### config.mk
export PLATFORM = sky130hd
export DESIGN_NAME = laser_cover_scorer_flat
export DESIGN_NICKNAME = d
export VERILOG_FILES = /design/src/rtl/laser_cover_scorer_pkg.sv /design/src/rtl/laser_cover_scorer_if.sv /design/src/rtl/laser_cover_scorer_in_circle.sv /design/src/rtl/laser_cover_scorer.sv /design/src/flat_wrapper.sv
export SDC_FILE = /design/constraint.sdc
export NUM_CORES = 1
export LEC_CHECK = 0
export ABC_AREA = 1
export CAP_MARGIN = 20
export CORE_MARGIN = 1
export CORE_UTILIZATION = 68
export CTS_CLUSTER_DIAMETER = 50
export DETAILED_ROUTE_END_ITERATION = 16
export PLACE_DENSITY = 0.85
export SKIP_LAST_GASP = 1
export SLEW_MARGIN = 20
export SYNTH_ARGS = -nofsm -noshare
export SYNTH_HDL_FRONTEND = slang
export SYNTH_SLANG_ARGS = --single-unit
### constraint.sdc
create_clock -name clk -period 12.5 [get_ports clk]
set_clock_uncertainty 0.15 [all_clocks]
set_input_delay 3.75 -clock clk [delete_from_list [all_inputs] [get_ports clk]]
set_output_delay 3.75 -clock clk [all_outputs]
set_load 0.02 [all_outputs]
### src/rtl/laser_cover_scorer_pkg.sv
// laser_pkg: shared frame geometry, radius and FSM state encoding for the cover scorer.
package laser_pkg;
  localparam int NPTS = 40;
  localparam int CW = 4;
  localparam int R = 4;
  localparam int R2 = R * R;
  localparam int SW = $clog2(NPTS + 1);
  localparam int IW = $clog2(NPTS);
  typedef enum logic [2:0] {IDLE, LOAD, WAIT, EVAL, REPORT} state_t;
endpackage

### src/rtl/laser_cover_scorer_if.sv
// laser_cover_scorer_if: point stream, optimiser result and score report bundle.
interface laser_cover_scorer_if;
  import laser_pkg::*;
  logic pt_valid;
  logic [CW-1:0] x, y;
  logic done;
  logic [CW-1:0] c1x, c1y, c2x, c2y;
  logic [SW-1:0] score, hit1;
  logic score_valid, busy;
  modport master(output pt_valid, x, y, done, c1x, c1y, c2x, c2y, input score, hit1, score_valid, busy);
  modport slave(input pt_valid, x, y, done, c1x, c1y, c2x, c2y, output score, hit1, score_valid, busy);
endinterface

### src/rtl/laser_cover_scorer_in_circle.sv
// laser_in_circle: combinational test of one point against a radius-R circle (full-width squares).
module laser_in_circle
  import laser_pkg::*;
(
  input  logic [CW-1:0] px,
  input  logic [CW-1:0] py,
  input  logic [CW-1:0] cx,
  input  logic [CW-1:0] cy,
  output logic          hit
);
  logic [CW-1:0] dx, dy;
  logic [2*CW-1:0] sx, sy;
  logic [2*CW:0] d2;
  always_comb begin
    dx = px > cx ? px - cx : cx - px;
    dy = py > cy ? py - cy : cy - py;
    sx = {{CW{1'b0}}, dx} * {{CW{1'b0}}, dx};
    sy = {{CW{1'b0}}, dy} * {{CW{1'b0}}, dy};
    d2 = {1'b0, sx} + {1'b0, sy};
    hit = d2 <= (2*CW+1)'(R2);
  end
endmodule

### src/rtl/laser_cover_scorer.sv
// laser_cover_scorer: stores a frame of points, latches both centres on DONE rising, counts union coverage.
module laser_cover_scorer
  import laser_pkg::*;
(
  input logic clk,
  input logic rst,
  laser_cover_scorer_if.slave bus
);
  state_t state_q, state_d;
  logic [IW-1:0] pt_cnt_q, pt_cnt_d, eval_idx_q, eval_idx_d, waddr;
  logic [SW-1:0] score_q, score_d, hit1_q, hit1_d;
  logic valid_q, valid_d, busy_q, busy_d, done_q, rise, we, h1, h2;
  logic [CW-1:0] c1x_q, c1x_d, c1y_q, c1y_d, c2x_q, c2x_d, c2y_q, c2y_d;
  logic [2*CW-1:0] pts_q [NPTS];
  logic [2*CW-1:0] pt;

  assign rise = bus.done & ~done_q;
  assign pt = pts_q[eval_idx_q];

  laser_in_circle u_c1 (.px(pt[2*CW-1:CW]), .py(pt[CW-1:0]), .cx(c1x_q), .cy(c1y_q), .hit(h1));
  laser_in_circle u_c2 (.px(pt[2*CW-1:CW]), .py(pt[CW-1:0]), .cx(c2x_q), .cy(c2y_q), .hit(h2));

  always_comb begin
    state_d = state_q;
    pt_cnt_d = pt_cnt_q;
    eval_idx_d = eval_idx_q;
    score_d = score_q;
    hit1_d = hit1_q;
    valid_d = 1'b0;
    c1x_d = c1x_q;
    c1y_d = c1y_q;
    c2x_d = c2x_q;
    c2y_d = c2y_q;
    we = 1'b0;
    waddr = state_q == IDLE ? '0 : pt_cnt_q;
    case (state_q)
      IDLE: if (bus.pt_valid) begin
        we = 1'b1;
        pt_cnt_d = IW'(1);
        state_d = LOAD;
      end
      LOAD: if (bus.pt_valid) begin
        we = 1'b1;
        pt_cnt_d = pt_cnt_q + IW'(1);
        state_d = pt_cnt_q == IW'(NPTS - 1) ? WAIT : LOAD;
      end
      WAIT: if (rise) begin
        {c1x_d, c1y_d, c2x_d, c2y_d} = {bus.c1x, bus.c1y, bus.c2x, bus.c2y};
        score_d = '0;
        hit1_d = '0;
        eval_idx_d = '0;
        state_d = EVAL;
      end
      EVAL: begin
        score_d = score_q + {{(SW-1){1'b0}}, h1 | h2};
        hit1_d = hit1_q + {{(SW-1){1'b0}}, h1};
        eval_idx_d = eval_idx_q + IW'(1);
        valid_d = eval_idx_q == IW'(NPTS - 1);
        state_d = valid_d ? REPORT : EVAL;
      end
      REPORT: state_d = IDLE;
      default: state_d = IDLE;
    endcase
    busy_d = state_d inside {LOAD, WAIT, EVAL};
  end

  // done_q resets high so a DONE already asserted out of reset is not taken as an edge.
  always_ff @(posedge clk or posedge rst) begin
    if (rst) begin
      state_q <= IDLE;
      pt_cnt_q <= '0;
      eval_idx_q <= '0;
      score_q <= '0;
      hit1_q <= '0;
      valid_q <= 1'b0;
      busy_q <= 1'b0;
      done_q <= 1'b1;
      {c1x_q, c1y_q, c2x_q, c2y_q} <= '0;
    end else begin
      state_q <= state_d;
      pt_cnt_q <= pt_cnt_d;
      eval_idx_q <= eval_idx_d;
      score_q <= score_d;
      hit1_q <= hit1_d;
      valid_q <= valid_d;
      busy_q <= busy_d;
      done_q <= bus.done;
      {c1x_q, c1y_q, c2x_q, c2y_q} <= {c1x_d, c1y_d, c2x_d, c2y_d};
    end
  end

  always_ff @(posedge clk) if (we) pts_q[waddr] <= {bus.x, bus.y};

  assign bus.score = score_q;
  assign bus.hit1 = hit1_q;
  assign bus.score_valid = valid_q;
  assign bus.busy = busy_q;
endmodule
### src/flat_wrapper.sv
// flat-port wrapper written by rule: the top's interface ports become plain ports
module laser_cover_scorer_flat import laser_pkg::*;
  (clk, rst, bus_pt_valid, bus_x, bus_y, bus_done, bus_c1x, bus_c1y, bus_c2x, bus_c2y, bus_score, bus_hit1, bus_score_valid, bus_busy);
  laser_cover_scorer_if bus_i ();
  input logic clk;
  input logic rst;
  input wire logic [$bits(bus_i.pt_valid)-1:0] bus_pt_valid;
  input wire logic [$bits(bus_i.x)-1:0] bus_x;
  input wire logic [$bits(bus_i.y)-1:0] bus_y;
  input wire logic [$bits(bus_i.done)-1:0] bus_done;
  input wire logic [$bits(bus_i.c1x)-1:0] bus_c1x;
  input wire logic [$bits(bus_i.c1y)-1:0] bus_c1y;
  input wire logic [$bits(bus_i.c2x)-1:0] bus_c2x;
  input wire logic [$bits(bus_i.c2y)-1:0] bus_c2y;
  output wire logic [$bits(bus_i.score)-1:0] bus_score;
  output wire logic [$bits(bus_i.hit1)-1:0] bus_hit1;
  output wire logic [$bits(bus_i.score_valid)-1:0] bus_score_valid;
  output wire logic [$bits(bus_i.busy)-1:0] bus_busy;
  assign bus_i.pt_valid = bus_pt_valid;
  assign bus_i.x = bus_x;
  assign bus_i.y = bus_y;
  assign bus_i.done = bus_done;
  assign bus_i.c1x = bus_c1x;
  assign bus_i.c1y = bus_c1y;
  assign bus_i.c2x = bus_c2x;
  assign bus_i.c2y = bus_c2y;
  assign bus_score = bus_i.score;
  assign bus_hit1 = bus_i.hit1;
  assign bus_score_valid = bus_i.score_valid;
  assign bus_busy = bus_i.busy;
  laser_cover_scorer u_core (.clk(clk), .rst(rst), .bus(bus_i));
endmodule
== After elaboration in Yosys (flattened, before gate mapping) ==
Memories as Yosys holds them, arrays and structs flattened.
Index checks and enable logic that the tools add are counted.

* Register bits after elaboration: 46
* RAM bits: 320
* Input port bits: 28
* Memories kept: 1

* Add/subtract/negate cells: 14
* $mul: 4
* $lt $le $gt $ge: 6
* Equality and inequality tests: 11
* Multiplexer cells: 23
* Bitwise gates (word level): 3
* Reductions and logical operators: 8

{| class="wikitable"
|+ Memory list
! name !! depth !! width !! rd ports !! clocked after Yosys merged registers in !! wr ports !! line !! source
|-
| u_core.pts_q || 40 || 8 || 1 || 0 || 1 || laser_cover_scorer.sv:14 || <nowiki>logic [2*CW-1:0] pts_q [NPTS];</nowiki>
|}

{| class="wikitable"
|+ Operators by type and width
! operator !! number
|-
| $pmux W6 S2 || 4
|-
| $mul A4 B4 Y8 || 4
|-
| $sub A4 B4 Y4 || 8
|-
| $mux W6 || 4
|-
| $add A8 B8 Y9 || 2
|-
| $le A9 B5 Y1 const B || 2
|-
| $gt A4 B4 Y1 || 4
|-
| $mux W4 || 4
|-
| $add A6 B1 Y6 || 2
|-
| $add A6 B1 Y6 const B || 2
|-
| $eq A3 B2 Y1 const B || 4
|-
| $eq A6 B6 Y1 const B || 2
|-
| $mux W3 || 4
|-
| $pmux W3 S4 || 1
|-
| $eq A3 B1 Y1 const B || 2
|-
| $mux W1 || 5
|-
| $ne A2 B2 Y1 const B || 2
|-
| $reduce_and A2 Y1 || 2
|-
| $reduce_bool A2 Y1 || 2
|-
| $logic_not A3 Y1 || 1
|-
| $reduce_and A3 Y1 || 1
|-
| $reduce_bool A3 Y1 || 1
|-
| $mux W2 || 1
|-
| $ne A2 B1 Y1 const B || 1
|-
| 4 further kinds || 4
|}

== Longest topological paths before layout ==
An unclocked memory read counts as a cell.

* Depth after elaboration: 9
* Gate-level depth with buffers: 47

== Hierarchy ==
A second synthesis with hierarchy kept.

* Cell total of the unflattened synthesis: 1915
* Area, all modules: 18796.8 um2

{| class="wikitable"
|+ By module, submodules not included
! module !! instances !! cells each !! area each (um2) !! sequential area each (um2)
|-
| laser_cover_scorer || 1 || 1488 || 15871.5 || 10761.6
|-
| laser_in_circle (u_core.u_c1) || 1 || 215 || 1493.9 || 0.0
|-
| laser_in_circle (u_core.u_c2) || 1 || 212 || 1431.4 || 0.0
|}

== Worst setup path before layout ==
Ideal clock, no wire load.

* Path kind: flip-flop to flip-flop
* Start point: register u_core.eval_idx_q[0]
* End point: register u_core.score_q[4] (netlist: u_core.bus.score[4])
* Library setup time: 0.083 ns
* Arrival: 6.573 ns
* Data required time: 12.267 ns
* Slack: 5.694 ns
* Stages on the path, launching flop included: 40
* Buffers on the path: 2
* Period minus slack after synthesis: 6.806 ns
* Cells stage by stage: dfrtp_1 buf_6 buf_2 or2_2 nand3_1 nand2_1 nand2_1 nand3_1 nand3_1 nand3_1 nand2_1 ha_1 inv_1 fa_1 nand3_1 nand2_1 nand2_1 nand2_1 [... 4 more ...] fa_1 fa_1 fa_1 inv_1 fa_1 ha_1 inv_1 fa_1 xnor2_1 a21oi_1 o2111ai_1 o21ai_0 ha_1 ha_1 nand2_1 o21ai_0 nand2_1 o22ai_1

* Word-level cells in the longest chain between the ends: 9
* Elaborated cells on any way between the ends: 28
* Those cells by class: 11 x add/sub; 4 x mul; 6 x order compare; 5 x mux; 1 x bitwise; 1 x memory

{| class="wikitable"
|+ Ends and longest elaborated chain
! item !! line !! source
|-
| start, declared || laser_cover_scorer.sv:10 || <nowiki>logic [IW-1:0] pt_cnt_q, pt_cnt_d, eval_idx_q, eval_idx_d, waddr;</nowiki>
|-
| start signal, assigned || laser_cover_scorer.sv:82 || <nowiki>eval_idx_q <= eval_idx_d;</nowiki>
|-
| $mem_v2 Z40 W8 (*) || n/a ||
|-
| $sub A4 B4 Y4, or another cell as far along || laser_cover_scorer_in_circle.sv:15 || <nowiki>dx = px > cx ? px - cx : cx - px;</nowiki>
|-
| $mux W4, on equally long branches || laser_cover_scorer_in_circle.sv:15, laser_cover_scorer_in_circle.sv:16 ||
|-
| $mul A4 B4 Y8, on equally long branches || laser_cover_scorer_in_circle.sv:17, laser_cover_scorer_in_circle.sv:18 ||
|-
| $add A8 B8 Y9 || laser_cover_scorer_in_circle.sv:19 || <nowiki>d2 = {1'b0, sx} + {1'b0, sy};</nowiki>
|-
| $le A9 B5 Y1 || laser_cover_scorer_in_circle.sv:20 || <nowiki>hit = d2 <= (2*CW+1)'(R2);</nowiki>
|-
| $or A1 B1 Y1 (*) || laser_cover_scorer.sv:55 || <nowiki>score_d = score_q + {{(SW-1){1'b0}}, h1 | h2};</nowiki>
|-
| $add A6 B1 Y6 (*) || laser_cover_scorer.sv:55 ||
|-
| $pmux W6 S2 (*) || laser_cover_scorer.sv:36 || <nowiki>case (state_q)</nowiki>
|-
| end signal, assigned || laser_cover_scorer.sv:83 || <nowiki>score_q <= score_d;</nowiki>
|-
| end, declared || laser_cover_scorer.sv:11 || <nowiki>logic [SW-1:0] score_q, score_d, hit1_q, hit1_d;</nowiki>
|}

Every way passes the cells marked *; elsewhere a longest branch is shown, timed or not.
A chain may end at the register's enable or synchronous reset.

== Final worst setup path ==
Same ends and word-level chain as after synthesis.

==> impl_metrics.env <==
export IMPL_synth_edf_count=320
export IMPL_coreArea_sq_um=27200
export IMPL_syn_to_final_growth_pct=9.56
export IMPL_cts_resized=0
export IMPL_dp_cells=2385
export IMPL_worstMarginPinSlew_ns=1.07
export IMPL_final_fill_count=1754
export IMPL_met1_usage=0.428
export IMPL_period_minus_slack_ns=9.18
export IMPL_final_max_slew_viol_count=0
export IMPL_outcome="finished, final reports clean"
export IMPL_final_nets=2181
export IMPL_numCtsBuffers=38
export IMPL_synth_top_flop_cell="edfxtp_1"
export IMPL_path_clk_slew_ns=0.06
export IMPL_maxCapViolCount=0
export IMPL_grt_max_degree=99
export IMPL_cts_sinks=366
export IMPL_stdcell_count=2450
export IMPL_htreeDepth=2
export IMPL_crit_family="adder cells"
export IMPL_clock_latency_ns=0.54
export IMPL_hpwlAfterDp_um=30400
export IMPL_ys_ff_latch=366
export IMPL_setup_viol=0
export IMPL_hold_violations=0
export IMPL_drtIter0Drc=1996
export IMPL_yosysWarnings=0
export IMPL_utilization=0.767
export IMPL_setup_tns_final_ns=0
export IMPL_drc=0
export IMPL_grt_pass1_vias=14100
export IMPL_cp_max_fo=75
export IMPL_ios=42
export IMPL_first_pass_iters=6
export IMPL_path_class="register to register"
export IMPL_start_util=0.700
export IMPL_grt_antenna_before_repair=0
export IMPL_ys_seq_area_frac=0.565
export IMPL_drt_total_wl_um=47100
export IMPL_vias_per_cell=5.90
export IMPL_gp_congestion=1.01
export IMPL_fp_dieArea_sq_um=28700
export IMPL_holdBufCountCts=0
export IMPL_drive_gt1_frac=0.0515
export IMPL_die_h_um=169
export IMPL_dieWidth_um=169
export IMPL_fmax_mhz=109
export IMPL_grt_ovfl_total=0
export IMPL_n_antenna_cell=0
export IMPL_syn_area_sq_um=19000
export IMPL_hp_class="register to register"
export IMPL_vias=14400
export IMPL_cts_setup_buffers=0
export IMPL_gr_max_usage_layer="met2"
export IMPL_wl_per_cell_um=19.2
export IMPL_met3_usage=0.0546
export IMPL_synth_cells=2033
export IMPL_avgSynthCellArea_sq_um=9.36
export IMPL_worstPathRequired_ns=12.79
export IMPL_grt_util_all_layers=0.336
export IMPL_ys_types=41
export IMPL_rows=60
export IMPL_crit_arrival_ns=9.47
export IMPL_slowest_stage="buf_4"
export IMPL_placed_area_sq_um=19600
export IMPL_cp_start_kind="register"
export IMPL_slowest_delay_ns=0.72
export IMPL_cts_tree="yes"
export IMPL_met2_usage=0.573
export IMPL_crit_top_cell="nand2_1"
export IMPL_grt_pass1_wl_um=73700
export IMPL_portBuffers=41
export IMPL_ys_async_sr_fraction=0.126
export IMPL_rsz0062_at_grt="false"
export IMPL_worst_path_buf_inv=7
export IMPL_clockBufferDepth=3
export IMPL_slew_headroom=0.289
export IMPL_ant_nets=0
export IMPL_worstSetupEndpointType="register"
export IMPL_synthesis_nets=2161
export IMPL_timing_final_crit_share=0.734
export IMPL_clockRootBuffer="clkbuf_16"
export IMPL_fin_area_sq_um=20900
[flip-flops by register name (all words and copies together) (netlist names), 3 cells and up]
register	flops
u_core.c2x_q	4
u_core.state_q	3
u_core.pts_q	320
u_core.bus.score	6
u_core.pt_cnt_q	6
u_core.c2y_q	4
u_core.bus.hit1	6
u_core.eval_idx_q	6
u_core.c1y_q	4
u_core.c1x_q	4
[worst paths after layout]
path,from,end,slack [ns],cells past startpoint
max in group asynchronous,rst,u_core.eval_idx_q[0],7.88,2
setup reg to reg,u_core.eval_idx_q[0],u_core.bus.score[4],3.32,39
min in group asynchronous,rst,u_core.c2x_q[3],3.62,2
setup / recovery,u_core.eval_idx_q[0],u_core.bus.score[4],3.32,39
hold reg to reg,u_core.bus.score[5],u_core.bus.score[5],0.34,1
hold / removal,u_core.bus.score[5],u_core.bus.score[5],0.34,1
[cells in the final DEF, fill, tap and decap left out, drive strengths merged]
cell           Yosys  routed
a211oi             1       1
a21oi             26      26
inv              341     343
o21a               1       1
o2111ai            1       1
or2               19      19
o32ai              1       1
nor4               1       1
bufinv             0       5
clkdlybuf4s50      0      41
clkinv             3      14
edfxtp           320     320
dfstp              1       1
xnor2              7       7
nor3              13      13
mux2i              3       3
buf               60      24
nand3            265     265
o31ai              1       1
clkbuf            25      46
ha                70      70
dfrtp             45      45
nor2             152     152
nand2            518     518
clkinvlp           0       1
o21bai             5       5
a31oi              1       1
fa                30      30
xor2               7       7
o21ai             93      93
o22ai              7       7
nand3b             1       1
o211ai             6       6
nand4              9       9
[per-stage QoR]
| step | hold slack (ns) | worst slack [ns] |
|---|---|---|
| finish | 0.337 | 3.32 |
| global route | 0.361 | 2.78 |
| CTS | 0.333 | 3.49 |
| detailed placement | 0.328 | 3.52 |
| global placement | 0.316 | 3.92 |
| floorplan | 0.357 | 5.69 |
[cell usage after synthesis (3+ instances only)]
cell type / number / area (sq um)
clkinv_1: 3 / 11.3
buf_2: 35 / 175
a21oi_1: 26 / 130
or2_2: 19 / 119
o21bai_1: 5 / 37.5
o21ai_1: 15 / 75.1
ha_1: 70 / 876
o211ai_1: 4 / 30.0
o21ai_0: 78 / 390
nand4_1: 9 / 56.3
o22ai_1: 7 / 43.8
buf_6: 6 / 67.6
nand2_1: 516 / 1940
inv_1: 339 / 1270
nor3_1: 12 / 60.1
nand3_1: 265 / 1330
xnor2_1: 7 / 61.3
buf_1: 6 / 22.5
fa_1: 30 / 601
dfrtp_1: 45 / 1130
edfxtp_1: 320 / 9610
clkbuf_1: 25 / 93.8
nor2_1: 150 / 563
mux2i_1: 3 / 30.0
xor2_1: 7 / 61.3
buf_4: 12 / 90.1
[final cells by class]
cell class | instances | area [sq um] | area share
clock buffer | 46 | 981 | 0.0470
clock inverter | 19 | 234 | 0.0112
inverter | 344 | 1290 | 0.0620
multi-input combinational | 1238 | 6520 | 0.313
sequential | 366 | 10800 | 0.516
tap | 372 | 465 | 0.0223
timing repair buffer | 65 | 591 | 0.0283
[worst reg2reg max path: cells and delay by family, from the launching register on]
kind / cells / cell delay [ns]
flops: 1 / 0.50
buf+inv: 7 / 1.69
xor+xnor: 1 / 0.14
compound gates: 6 / 1.15
fa+ha+maj: 10 / 3.72
simple gates: 15 / 1.73
[layer usage]
metal,up-vias,part of all wire
met4,0,0.041
li1,6607,-
met3,162,0.10
met5,-,0
met1,6802,0.37
met2,874,0.49
[logic make-up after synthesis]
group	after synthesis	share of synthesized area
flip-flops	366	0.565
adder cells (fa/ha/maj)	100	0.0776
XOR/XNOR	14	0.00644
multiplexers	3	0.00158
AND/OR/NAND/NOR	978	0.216
AO/OA/AOI/OAI	143	0.0409
buffers and inverters	429	0.0922
Power is left out: the tool's default activity adds up to more than one toggle a clock period on the data nets, which glitch-free logic cannot reach.
